==> src/rtl/systemizer_pkg.sv <==
// -----------------------------------------------------------------------------
// systemizer_pkg
// Shared constants for the systemizer job controller and its output FIFO:
// matrix geometry, derived word/address widths and the controller state
// encoding. CLOG2 is provided here so that the derived widths can be
// evaluated as constants at elaboration time.
// -----------------------------------------------------------------------------
package systemizer_pkg;

    // Ceiling log2 for elaboration-time width derivation (CLOG2(1) = 0)
    function automatic int CLOG2(input int value);
        int v;
        int r;
        v = value - 1;
        r = 0;
        while (v > 0) begin
            r = r + 1;
            v = v >> 1;
        end
        return r;
    endfunction

    localparam int N     = 4;            // elements per memory word
    localparam int M     = 3;            // field size
    localparam int L     = 16;           // matrix rows
    localparam int K     = 24;           // matrix columns
    localparam int EW    = CLOG2(M);     // element width
    localparam int W     = N * EW;       // data width
    localparam int WORDS = L * K / N;    // words per matrix
    localparam int A     = CLOG2(WORDS); // address width
    localparam int CNT_W = A + 1;        // counters never wrap within a job

    localparam logic [CNT_W-1:0] CNT_ONE   = CNT_W'(1);
    localparam logic [CNT_W-1:0] CNT_LAST  = CNT_W'(WORDS - 1);
    localparam logic [CNT_W-1:0] CNT_WORDS = CNT_W'(WORDS);

    typedef enum logic [2:0] {
        ST_IDLE   = 3'd0,
        ST_LOAD   = 3'd1,
        ST_START  = 3'd2,
        ST_WAIT   = 3'd3,
        ST_UNLOAD = 3'd4
    } state_e;

endpackage

==> src/rtl/sys_out_fifo.sv <==
// -----------------------------------------------------------------------------
// sys_out_fifo
// Two-entry result FIFO, W+1 bits wide (data plus last flag).
// Ports:
//   clk, rst (synchronous, active-low)
//   i_in_valid / o_in_ready / i_in_data   : write side
//   o_out_valid / i_out_ready / o_out_data : read side (head, zero when empty)
//   o_occupancy                             : number of stored entries (0..2)
// -----------------------------------------------------------------------------
module sys_out_fifo
    import systemizer_pkg::*;
(
    input  logic         clk,
    input  logic         rst,
    input  logic         i_in_valid,
    output logic         o_in_ready,
    input  logic [W:0]   i_in_data,
    output logic         o_out_valid,
    input  logic         i_out_ready,
    output logic [W:0]   o_out_data,
    output logic [1:0]   o_occupancy
);

    logic [W:0] r_mem [0:1];
    logic       r_wr_ptr;
    logic       r_rd_ptr;
    logic [1:0] r_count;
    logic       w_push;
    logic       w_pop;

    assign o_in_ready  = (r_count != 2'd2);
    assign o_out_valid = (r_count != 2'd0);
    assign o_occupancy = r_count;
    assign w_push      = i_in_valid && o_in_ready;
    assign w_pop       = o_out_valid && i_out_ready;

    // Head presentation; a drained FIFO shows zero rather than a stale entry
    always_comb begin
        o_out_data = '0;
        if (o_out_valid) begin
            o_out_data = r_mem[r_rd_ptr];
        end else begin
            o_out_data = '0;
        end
    end

    // Storage, pointers and occupancy
    always_ff @(posedge clk) begin
        if (!rst) begin
            r_mem[0] <= '0;
            r_mem[1] <= '0;
            r_wr_ptr <= 1'b0;
            r_rd_ptr <= 1'b0;
            r_count  <= 2'd0;
        end else begin
            if (w_push) begin
                r_mem[r_wr_ptr] <= i_in_data;
                r_wr_ptr        <= ~r_wr_ptr;
            end
            if (w_pop) begin
                r_rd_ptr <= ~r_rd_ptr;
            end
            r_count <= r_count + {1'b0, w_push} - {1'b0, w_pop};
        end
    end

endmodule

==> src/rtl/systemizer_ctrl.sv <==
// -----------------------------------------------------------------------------
// systemizer_ctrl
// Job controller around the systemizer elimination engine: loads one matrix
// into the engine, starts it, waits for done/fail and streams the result out.
// Ports:
//   clk, rst (synchronous, active-low)
//   in_valid / in_ready / in_data          : matrix input stream, word 0 first
//   sys_start, sys_done, sys_fail           : engine control/status
//   sys_wr_en / sys_wr_addr / sys_wr_data   : engine write port
//   sys_rd_en / sys_rd_addr / sys_rd_data   : engine read port (1-cycle latency)
//   out_valid / out_ready / out_data / out_last : result stream
//   busy, job_done, job_fail                : job status
// Optional feature, macro SYSTEMIZER_CTRL_CYCLES_EN: adds run_cycles[31:0],
// the number of cycles spent waiting on the engine for the latest job.
// -----------------------------------------------------------------------------
module systemizer_ctrl
    import systemizer_pkg::*;
(
    input  logic         clk,
    input  logic         rst,
    input  logic         in_valid,
    output logic         in_ready,
    input  logic [W-1:0] in_data,
    output logic         sys_start,
    input  logic         sys_done,
    input  logic         sys_fail,
    output logic         sys_wr_en,
    output logic [A-1:0] sys_wr_addr,
    output logic [W-1:0] sys_wr_data,
    output logic         sys_rd_en,
    output logic [A-1:0] sys_rd_addr,
    input  logic [W-1:0] sys_rd_data,
    output logic         out_valid,
    input  logic         out_ready,
    output logic [W-1:0] out_data,
    output logic         out_last,
    output logic         busy,
    output logic         job_done,
    output logic         job_fail
`ifdef SYSTEMIZER_CTRL_CYCLES_EN
    ,
    output logic [31:0]  run_cycles
`endif
);

    state_e             r_state;
    logic [CNT_W-1:0]   r_wr_cnt;
    logic [CNT_W-1:0]   r_rd_cnt;
    logic               r_rd_pending;
    logic               r_rd_last;
    logic               r_in_ready;
    logic               r_sys_start;
    logic               r_job_done;
    logic               r_job_fail;

    logic               w_in_hs;
    logic               w_out_hs;
    logic               w_rd_issue;
    logic [2:0]         w_credit;
    logic               w_fifo_in_ready;
    logic               w_fifo_push;
    logic               w_fifo_valid;
    logic [W:0]         w_fifo_out;
    logic [1:0]         w_fifo_occ;

    assign in_ready  = r_in_ready;
    assign sys_start = r_sys_start;
    assign job_done  = r_job_done;
    assign job_fail  = r_job_fail;
    assign busy      = (r_state != ST_IDLE);

    assign w_in_hs  = in_valid && r_in_ready;
    assign w_out_hs = w_fifo_valid && out_ready;

    // Slots committed = stored + in flight, less the entry leaving this cycle.
    // Crediting the same-cycle pop is what lets a 2-entry FIFO sustain one
    // word per cycle against the 1-cycle read latency.
    assign w_credit   = {1'b0, w_fifo_occ} + {2'b00, r_rd_pending} - {2'b00, w_out_hs};
    assign w_rd_issue = (r_state == ST_UNLOAD) && (w_credit < 3'd2) && (r_rd_cnt < CNT_WORDS);

    assign sys_rd_en   = w_rd_issue;
    assign sys_rd_addr = w_rd_issue ? r_rd_cnt[A-1:0] : '0;

    // Engine write port: input handshake passes straight through to memory
    always_comb begin
        sys_wr_en   = 1'b0;
        sys_wr_addr = '0;
        sys_wr_data = '0;
        if (w_in_hs) begin
            sys_wr_en   = 1'b1;
            sys_wr_data = in_data;
            if (r_state == ST_LOAD) begin
                sys_wr_addr = r_wr_cnt[A-1:0];
            end else begin
                sys_wr_addr = '0;
            end
        end else begin
            sys_wr_en = 1'b0;
        end
    end

    // Read data is captured on the edge after it arrives; a reset clears the
    // pending flag so late data from an aborted job is dropped.
    assign w_fifo_push = r_rd_pending && w_fifo_in_ready;

    sys_out_fifo u_fifo (
        .clk         (clk),
        .rst         (rst),
        .i_in_valid  (w_fifo_push),
        .o_in_ready  (w_fifo_in_ready),
        .i_in_data   ({r_rd_last, sys_rd_data}),
        .o_out_valid (w_fifo_valid),
        .i_out_ready (out_ready),
        .o_out_data  (w_fifo_out),
        .o_occupancy (w_fifo_occ)
    );

    assign out_valid = w_fifo_valid;
    assign out_data  = w_fifo_out[W-1:0];
    assign out_last  = w_fifo_out[W];

    // Job state machine with its counters and registered status pulses
    always_ff @(posedge clk) begin
        if (!rst) begin
            r_state      <= ST_IDLE;
            r_wr_cnt     <= '0;
            r_rd_cnt     <= '0;
            r_rd_pending <= 1'b0;
            r_rd_last    <= 1'b0;
            r_in_ready   <= 1'b1;
            r_sys_start  <= 1'b0;
            r_job_done   <= 1'b0;
            r_job_fail   <= 1'b0;
        end else begin
            r_sys_start  <= 1'b0;
            r_job_done   <= 1'b0;
            r_job_fail   <= 1'b0;
            r_rd_pending <= w_rd_issue;
            r_rd_last    <= w_rd_issue && (r_rd_cnt == CNT_LAST);
            if (w_rd_issue) begin
                r_rd_cnt <= r_rd_cnt + CNT_ONE;
            end
            case (r_state)
                ST_IDLE: begin
                    if (w_in_hs) begin
                        r_state  <= ST_LOAD;
                        r_wr_cnt <= CNT_ONE;
                    end
                end
                ST_LOAD: begin
                    if (w_in_hs) begin
                        r_wr_cnt <= r_wr_cnt + CNT_ONE;
                        if (r_wr_cnt == CNT_LAST) begin
                            r_state     <= ST_START;
                            r_in_ready  <= 1'b0;
                            r_sys_start <= 1'b1;
                        end
                    end
                end
                ST_START: begin
                    r_state <= ST_WAIT;
                end
                ST_WAIT: begin
                    if (sys_fail) begin
                        r_state    <= ST_IDLE;
                        r_in_ready <= 1'b1;
                        r_job_done <= 1'b1;
                        r_job_fail <= 1'b1;
                    end else if (sys_done) begin
                        r_state  <= ST_UNLOAD;
                        r_rd_cnt <= '0;
                    end
                end
                ST_UNLOAD: begin
                    if (w_out_hs && w_fifo_out[W]) begin
                        r_state    <= ST_IDLE;
                        r_in_ready <= 1'b1;
                        r_job_done <= 1'b1;
                    end
                end
                default: begin
                    r_state    <= ST_IDLE;
                    r_in_ready <= 1'b1;
                end
            endcase
        end
    end

`ifdef SYSTEMIZER_CTRL_CYCLES_EN
    logic [31:0] r_run_cycles;

    // Engine run time: cleared by the start pulse, counts WAIT cycles, saturates
    always_ff @(posedge clk) begin
        if (!rst) begin
            r_run_cycles <= 32'd0;
        end else if (r_sys_start) begin
            r_run_cycles <= 32'd0;
        end else if ((r_state == ST_WAIT) && (r_run_cycles != 32'hFFFF_FFFF)) begin
            r_run_cycles <= r_run_cycles + 32'd1;
        end else begin
            r_run_cycles <= r_run_cycles;
        end
    end

    assign run_cycles = r_run_cycles;
`endif

endmodule

==> config.mk <==
export PLATFORM = sky130hd
export DESIGN_NAME = systemizer_ctrl
export DESIGN_NICKNAME = d
export VERILOG_FILES = /design/src/rtl/systemizer_pkg.sv /design/src/rtl/sys_out_fifo.sv /design/src/rtl/systemizer_ctrl.sv
export SDC_FILE = /design/constraint.sdc
export NUM_CORES = 1
export LEC_CHECK = 0
export BUFFER_PORTS_ARGS = -buffer_cell sky130_fd_sc_hd__buf_2
export CAP_MARGIN = 20
export CORE_MARGIN = 8
export CORE_UTILIZATION = 37
export CTS_BUF_LIST = sky130_fd_sc_hd__clkbuf_16
export CTS_CLUSTER_DIAMETER = 100
export DETAILED_ROUTE_END_ITERATION = 10
export GPL_ROUTABILITY_DRIVEN = 0
export GPL_TIMING_DRIVEN = 0
export PLACE_DENSITY = 0.69
export SYNTH_ARGS = -nofsm -noshare
export SYNTH_HDL_FRONTEND = slang
export SYNTH_SLANG_ARGS = --single-unit
==> constraint.sdc <==
create_clock -name clk -period 6.45 [get_ports clk]
set_input_delay 0.645 -clock clk [delete_from_list [all_inputs] [get_ports clk]]
set_output_delay 0.645 -clock clk [all_outputs]
set_load 0.03 [all_outputs]
==> results.json, run 1 <==
{
  "status": "finished clean",
  "fp.dieW_um": 96.5,
  "grt_pass1_wl_um": 8710,
  "final.setup_skew_ps": 3.87,
  "fp-row-count": 29,
  "layout.nets": 342,
  "vias": 1912,
  "slew_headroom_pct": 41.6,
  "max_freq_mhz": 239,
  "final_layout_size_suffix_gt1_share_pct": 26.0,
  "max_cap_violations": 0,
  "comb_power_share_pct": 34.3,
  "synthDistinctLibCells": 46,
  "antenna_found_initial": 0,
  "io_buffers": 60,
  "mostFrequentLayoutCells": "buf_2, and2_1, nor2_1, dfxtp_1, edfxtp_1",
  "post-cts-setup-buffers": 0,
  "seqPwrFrac_pct": 36.1,
  "grt-ovfl-total": 0,
  "switching_share_pct": 35.8,
  "async_reset_ff_share_pct": 0,
  "cp-end-kind": "primary output",
  "period_share_pct": 64.9,
  "crit_type": "flop to primary output",
  "final_antenna_net_count": 0,
  "clkSinkCount": 48,
  "yosysWarningCount": 0,
  "yosysSeqAreaShare_pct": 47.5,
  "synth_area_leader_cell": "dfxtp_1",
  "synth_top_cells_by_area": "dfxtp_1, edfxtp_1, and2_1, mux2i_1, nor2_1",
  "p_sw_uw": 365,
  "ff2ff_setup_slack_ps": 3190,
  "netlist_area_sq_um": 2400,
  "synth_edf_count": 18,
  "final_core_util_pct": 47.1,
  "coreArea_sq_um": 6310,
  "h-tree-depth": 2,
  "cts_hold_buf": 0,
  "dieArea_sq_um": 9320,
  "ys_seq_elements": 48,
  "dp_hpwl_um": 4090,
  "required_ps": 5800,
  "cts_root_buf": "clkbuf_16",
  "powerDensity_nw_per_um2": 343,
  "routed_via_density": 4.88,
  "crit_arrival_ps": 3540,
  "hold_class": "flop to flop",
  "yosys.area.top_type_share_pct": 25.0,
  "synth_ff_type": "dfxtp_1",
  "grt_usage_pct": 11.9,
  "wl_per_cell_um": 13.7,
  "clkSlewWorstSetupHoldPaths_ps": 70,
  "tns_ps": 0,
  "drt_iter0_markers": 25,
  "drv_slew": 0,
  "p_leak_nw": 1.36,
  "syn_inst": 246,
  "route.detailed.drc": 0,
  "crit_path_start_kind": "flop",
  "grt_pass1_vias": 1890,
  "grt_start_max_net_pins": 17,
  "syn_to_final_growth_pct": 24.0,
  "start_util_pct": 38.0,
  "layout_commonest_cell": "buf_2",
  "worst_pin_slew_ps": 865,
  "diodes": 0,
  "avgSynthCellArea_sq_um": 9.76,
  "period_minus_slack_ps": 4190,
  "totalWireLength_um": 5350,
  "p_clk_share_pct": 29.6,
  "pin_count": 61,
  "setup_viol": 0,
  "peakVddDrop_mv": 0.195,
  "cts_tree": "yes",
  "fp.dieH_um": 96.5,
  "internal-power_uw": 655,
  "ctsResizeCount": 0,
  "clk_latency_ps": 290,
  "clock_path_buffers": 2,
  "rsz0062_at_grt": "false",
  "timing_hold_violations_final": 0,
  "cts_buffers": 5,
  "synth_fp_nets": 274,
  "cp_max_fo": 10,
  "first_pass_iters": 4
}
-- power by group through the flow --
stage	Sequential [mW]	Clock, mW	Combinational [mW]
after floorplan	0.372	0	0.262
after global placement	0.374	0	0.347
after detailed placement	0.375	0	0.355
after CTS	0.368	0.306	0.357
after global routing	0.374	0.316	0.391
final	0.368	0.302	0.350
-- state kept, by name, summed over array words and instances, names as in the netlist, named ones only --
name	count
job_fail	1
r_rd_cnt	8
r_wr_cnt	8
u_fifo.r_mem	18
u_fifo.r_rd_ptr	1
in_ready	1
r_rd_last	1
job_done	1
sys_start	1
r_rd_pending	1
r_state	3
u_fifo.r_wr_ptr	1
u_fifo.o_occupancy	2
-- area by class of cell --
class / instances / area (sq um)
fillers: 619 / 3340
multi-input cells: 177 / 1170
flip-flops and latches: 48 / 1140
repair buffers: 61 / 308
clock buffers: 5 / 125
well taps: 77 / 96.3
clock inverters: 3 / 46.3
plain buffers: 9 / 46.3
inverters: 12 / 45.0
-- final timing paths --
| kind | startpoint | endpoint | cells past startpoint |
|---|---|---|---|
| worst min register to register | r_rd_cnt[7] | r_rd_last | 1 |
| worst max register to register | u_fifo.o_occupancy[1] | r_rd_cnt[3] | 10 |
| worst max-delay path | u_fifo.o_occupancy[1] | sys_rd_addr[4] | 12 |
| worst min-delay path | r_rd_cnt[7] | r_rd_last | 1 |
-- cell usage after synthesis, types with 2 or more instances --
cell type,count
o21ai_0,6
ha_1,5
and2_1,35
nand2b_1,3
nor2_1,32
clkbuf_1,5
nor4bb_1,2
or4_1,2
inv_1,12
nand2_1,11
and3_1,11
nor3_1,3
o31ai_1,2
nand3_1,5
a211oi_1,2
buf_4,3
mux2i_1,13
xor2_1,8
or3_2,2
a21oi_1,5
edfxtp_1,18
nand4_1,4
and4_1,3
xnor2_1,3
dfxtp_1,30
-- stage by stage --
stage | instance area, sq um | power (mW) | setup WS [ps] | instances | hold slack, ps
global route | 2980 | 1.08 | 1970 | 392 | 475
CTS | 2980 | 1.03 | 2230 | 392 | 450
global placement | 2800 | 0.721 | 2450 | 383 | 432
floorplan | 2400 | 0.634 | 2700 | 246 | 406
detailed placement | 2800 | 0.730 | 2400 | 384 | 441
finish | 2980 | 1.02 | 2260 | 392 | 449
-- cells by family after synthesis --
kind of cell / count (synthesis) / share of synthesized area [%]
AOI/OAI and AO/OA: 23 / 6.46
xor gates and xnor gates: 11 / 4.01
adders and majority gates: 6 / 3.44
buffers and inverters: 21 / 3.81
DFF: 48 / 47.5
muxes: 14 / 5.89
and+or+nand+nor: 123 / 28.8
-- routing by layer --
| metal | wire length, um | GRT usage [%] |
|---|---|---|
| met1 | 2310 | 14.0 |
| met4 | 78 | 5.04 |
| met2 | 2680 | 20.4 |
| met3 | 281 | 2.63 |
| met5 | 0 | 0 |
-- worst max-delay path: stages, from the launching register on --
cell and delay (ps):
dfxtp_1 370, o21ai_0 430, inv_1 100, ha_1 300, inv_1 80, nand2_1 70, fa_1 480, or2b_2 290
a2111o_1 440, inv_1 190, buf_4 190, and2_1 130, buf_2 190
No activity file was read; power rests on OpenSTA's default activity.
==> inputs of run 2 (changes only) <==
==> constraint.sdc (replaced) <==
create_clock -name clk -period 4.1 [get_ports clk]
set_input_delay 0.41 -clock clk [delete_from_list [all_inputs] [get_ports clk]]
set_output_delay 0.41 -clock clk [all_outputs]
set_load 0.03 [all_outputs]
==> results.json, run 2 (synthesized netlist as in run 1, its figures left out) <==
{
  "status": "finished clean",
  "crit_family": "adder cells",
  "cp_common_cell": "inv_1",
  "grt-ovfl-total": 0,
  "worst_pin_slew_ps": 865,
  "cp.depth": 12,
  "fp.dieW_um": 96.5,
  "dieArea_sq_um": 9320,
  "diodes": 0,
  "max_cap_violations": 0,
  "grt_usage_pct": 11.9,
  "start_util_pct": 38.0,
  "crit_chain": "o21ai_1 > inv_1 > ha_1 > inv_1 > nand2_1 > fa_1 > or2b_2 > a2111o_1 > inv_1 > buf_4 > and2_1 > buf_2",
  "worstRegToRegCells": 10,
  "route.detailed.drc": 0,
  "coreArea_sq_um": 6310,
  "syn_to_final_growth_pct": 24.0,
  "multi_input_area_sq_um": 1170,
  "cp-end-kind": "primary output",
  "required_ps": 3690,
  "slew_headroom_pct": 41.6,
  "period_share_pct": 92.9,
  "largest_reg_flops": 18,
  "crit_type": "flop to primary output",
  "vias": 1912,
  "cts_root_buf": "clkbuf_16",
  "timing.critical_path.buf_inv": 5,
  "first_pass_iters": 4,
  "clk_latency_ps": 290,
  "wl_per_cell_um": 13.7,
  "holdPathStages": 2,
  "cp_max_fo": 10,
  "register_area_sq_um": 1140,
  "final_cells": 392,
  "antenna_found_initial": 0,
  "hold_class": "input port to flop",
  "drv_slew": 0,
  "layout.nets": 342,
  "grt_start_max_net_pins": 17,
  "rsz0062_at_grt": "false",
  "fp.dieH_um": 96.5,
  "mostFrequentLayoutCells": "buf_2, and2_1, nor2_1, dfxtp_1, edfxtp_1",
  "tns_ps": 0,
  "routed_via_density": 4.88,
  "period_minus_slack_ps": 3810,
  "h-tree-depth": 2,
  "cts_tree": "yes",
  "totalWireLength_um": 5350,
  "dp_hpwl_um": 4090,
  "crit_path_start_kind": "flop",
  "fp-row-count": 29,
  "regMostFlops": "u_fifo.r_mem",
  "drt_iter0_markers": 27,
  "crit_arrival_ps": 3400,
  "p_leak_nw": 1.36,
  "clock_path_buffers": 2,
  "peakVddDrop_mv": 0.306,
  "cp_slowest_stage_delay_ps": 480,
  "powerDensity_nw_per_um2": 540,
  "io_buffers": 60,
  "layout_commonest_cell": "buf_2",
  "crit_slowest_cell": "fa_1",
  "place_inst": 384,
  "final_antenna_net_count": 0,
  "clkSinkCount": 48,
  "post-cts-setup-buffers": 0,
  "final_layout_size_suffix_gt1_share_pct": 26.0,
  "grt_pass1_wl_um": 8710,
  "cts_buffers": 5,
  "clkSlewWorstSetupHoldPaths_ps": 70,
  "cts_hold_buf": 0,
  "final.setup_skew_ps": 3.87,
  "reg.largest.list": "u_fifo.r_mem: 18 flops, r_rd_cnt: 8 flops, r_wr_cnt: 8 flops",
  "pin_count": 61,
  "setup_viol": 0,
  "fillers": 619,
  "grt_pass1_vias": 1890,
  "max_freq_mhz": 263,
  "timing_hold_violations_final": 0
}
[run 2: cell counts in the layout (fill, tap and decap cells not counted)]
No cell type changed its count.
[run 2: metrics by stage]
step	total power [mW]	hold slack, ps	utilization, %	setup WS [ps]	area (sq um)
floorplan	0.998	406	-	694	2400
global placement	1.13	432	44.3	497	2800
detailed placement	1.15	441	44.4	444	2800
CTS	1.62	406	47.1	120	2980
global route	1.70	409	47.1	22.9	2980
finish	1.61	406	47.1	291	2980
[run 2: area by class of cell]
cell class | instances | share of cell area, %
multi-input combinational | 177 | 39.2
sequential | 48 | 38.4
timing repair buffer | 61 | 10.3
clock buffer | 5 | 4.21
tap | 77 | 3.24
clock inverter | 3 | 1.56
buffer | 9 | 1.56
inverter | 12 | 1.51
[run 2: final timing paths]
| check | from | to | slack (ps) |
|---|---|---|---|
| worst max-delay path | u_fifo.o_occupancy[1] | sys_rd_addr[4] | 290 |
| worst max register to register | u_fifo.o_occupancy[1] | r_rd_cnt[3] | 980 |
| worst min register to register | r_rd_cnt[7] | r_rd_last | 450 |
| worst min-delay path | sys_rd_data[7] | u_fifo.r_mem[0][7] | 410 |
[run 2: what timing repair did]
| action | CTS | global route |
|---|---|---|
| endpoints found under the setup margin | 0 | 7 |
| hold endpoints to repair | 0 | 0 |
| gates resized for setup | 0 | 1 |
[run 2: report_power, final]
part / switching, mW / internal, mW
sequential: 0.0359 / 0.543
combinational: 0.354 / 0.198
clock: 0.185 / 0.290
total: 0.575 / 1.03
[run 2: per-layer routing]
layer,share of wire [%],wire length (um),GRT usage [%],up-vias
met5,0,0,0,-
met4,1.5,78,5.04,0
met3,5.2,281,2.63,5
met2,50,2680,20.4,30
met1,43,2310,14.0,895
li1,-,-,-,982
==> inputs of run 3 (changes only) <==
--- a/config.mk
+++ b/config.mk
@@ -13,7 +13,6 @@
 export CTS_CLUSTER_DIAMETER = 100
 export DETAILED_ROUTE_END_ITERATION = 10
 export GPL_ROUTABILITY_DRIVEN = 0
-export GPL_TIMING_DRIVEN = 0
 export PLACE_DENSITY = 0.69
 export SYNTH_ARGS = -nofsm -noshare
 export SYNTH_HDL_FRONTEND = slang
==> constraint.sdc (replaced) <==
create_clock -name clk -period 3.65 [get_ports clk]
set_input_delay 0.365 -clock clk [delete_from_list [all_inputs] [get_ports clk]]
set_output_delay 0.365 -clock clk [all_outputs]
set_load 0.03 [all_outputs]
==> results.json, run 3 (synthesized netlist as in run 1, its figures left out) <==
{
  "tns_ps": 0,
  "holdPathStages": 2,
  "cp_common_cell": "inv_1",
  "pin_count": 61,
  "worst_pin_slew_ps": 849,
  "clkSlewWorstSetupHoldPaths_ps": 70,
  "cp-end-kind": "primary output",
  "cts_hold_buf": 0,
  "drv_slew": 0,
  "syn_to_final_growth_pct": 23.5,
  "cts_tree": "yes",
  "crit_chain": "o21ai_2 > inv_1 > ha_1 > inv_1 > nand2_1 > fa_1 > or2b_2 > a2111o_1 > inv_2 > and2_1 > buf_2",
  "clock_path_buffers": 2,
  "crit_type": "flop to primary output",
  "crit_path_start_kind": "flop",
  "cts_root_buf": "clkbuf_16",
  "clkSinkCount": 48,
  "reg2reg_from": "u_fifo.o_occupancy[1]",
  "fin_ws_ps": 213,
  "antenna_found_initial": 0,
  "worstRegToRegCells": 10,
  "required_ps": 3280,
  "crit_arrival_ps": 3070,
  "fp-row-count": 29,
  "met3_length_um": 231,
  "status": "finished clean",
  "setup_viol": 0,
  "post-cts-setup-buffers": 0,
  "grt_start_max_net_pins": 17,
  "start_util_pct": 38.0,
  "fp.dieW_um": 96.5,
  "reg.largest.list": "u_fifo.r_mem: 18 flops, r_rd_cnt: 8 flops, r_wr_cnt: 8 flops",
  "period_minus_slack_ps": 3440,
  "layout_commonest_cell": "buf_2",
  "p_leak_nw": 1.35,
  "dp_hpwl_um": 3940,
  "period_share_pct": 94.2,
  "drt_iter0_markers": 49,
  "final_antenna_net_count": 0,
  "place_area_sq_um": 2770,
  "rsz0062_at_grt": "false",
  "timing_hold_violations_final": 0,
  "peakVddDrop_mv": 0.366,
  "coreArea_sq_um": 6310,
  "totalPowerFinal_mw": 1.86,
  "vias": 1905,
  "powerDensity_nw_per_um2": 627,
  "layout.nets": 334,
  "ff2ff_setup_slack_ps": 630,
  "first_pass_iters": 4,
  "final_layout_size_suffix_gt1_share_pct": 26.4,
  "multi_input_area_sq_um": 1170,
  "wl_met2_um": 2640,
  "register_area_sq_um": 1140,
  "final_core_util_pct": 46.9,
  "clk_latency_ps": 280,
  "grt_pass1_vias": 1863,
  "routed_via_density": 4.96,
  "final.setup_skew_ps": 5.89,
  "diodes": 0,
  "grt-ovfl-total": 0,
  "fp.dieH_um": 96.5,
  "hold_class": "input port to flop",
  "slew_headroom_pct": 42.6,
  "worst_hold_slack_ps": 360,
  "fillers": 624,
  "wl_per_cell_um": 13.5,
  "grt_pass1_wl_um": 8560,
  "regMostFlops": "u_fifo.r_mem",
  "final_cells": 384,
  "rr_endpoint": "r_rd_cnt[4]",
  "place_inst": 376,
  "io_buffers": 60,
  "mostFrequentLayoutCells": "buf_2, and2_1, nor2_1, dfxtp_1, edfxtp_1",
  "max_freq_mhz": 291,
  "totalWireLength_um": 5170,
  "cts_buffers": 5,
  "hold_end": "u_fifo.r_mem[1][7]",
  "cp_slowest_stage_delay_ps": 480,
  "cp_max_fo": 8,
  "worstHoldStart": "sys_rd_data[7]",
  "largest_reg_flops": 18,
  "top_layer": "met4",
  "max_cap_violations": 0,
  "grt_usage_pct": 11.7,
  "dieArea_sq_um": 9320,
  "ctsResizeCount": 2,
  "route.detailed.drc": 0,
  "place_ws_ps": 189,
  "crit_slowest_cell": "fa_1",
  "h-tree-depth": 2,
  "wl_met1_um": 2220,
  "fin_area_sq_um": 2960
}
==> run 3: how the worst max path moves through the flow <==
stage                     startpoint              to  slack [ps]  cells past startpoint
6_report       u_fifo.o_occupancy[1]  sys_rd_addr[0]         210                     11
5_1_grt        u_fifo.o_occupancy[1]  sys_rd_addr[5]          10                     11
4_1_cts        u_fifo.o_occupancy[1]  sys_rd_addr[0]         100                     11
3_5_place_dp   u_fifo.o_occupancy[1]  sys_rd_addr[0]         190                     11
3_3_place_gp   u_fifo.o_occupancy[1]  sys_rd_addr[4]         340                     11
2_1_floorplan  u_fifo.o_occupancy[1]  sys_rd_addr[0]         290                     11
==> run 3: cell type report <==
cell class                      count  share of cell area, %
Inverter                           12                   1.52
Tap cell                           77                   3.25
Timing Repair Buffer               62                   10.6
Sequential cell                    48                   38.5
Multi-Input combinational cell    177                   39.5
Clock inverter                      3                   2.32
Clock buffer                        5                   4.22
==> run 3: layer usage <==
| metal | track usage (%) | up-vias |
|---|---|---|
| met2 | 21.0 | 35 |
| met3 | 3.01 | 9 |
| met5 | 0 | - |
| li1 | - | 972 |
| met4 | 4.54 | 0 |
| met1 | 12.8 | 889 |
==> run 3: worst max-delay path, delay by kind of cell, from the launching register on <==
family | cells | cell delay (ps)
simple gates | 3 | 490
fa+ha+maj | 2 | 770
buf+inv | 4 | 490
flops | 1 | 370
compound gates | 2 | 660
==> run 3: where the power goes <==
part / internal [mW] / total, mW / leakage, nW / switching (mW)
combinational: 0.217 / 0.581 / 0.823 / 0.364
sequential: 0.611 / 0.683 / 0.429 / 0.0727
clock: 0.395 / 0.592 / 0.0944 / 0.197
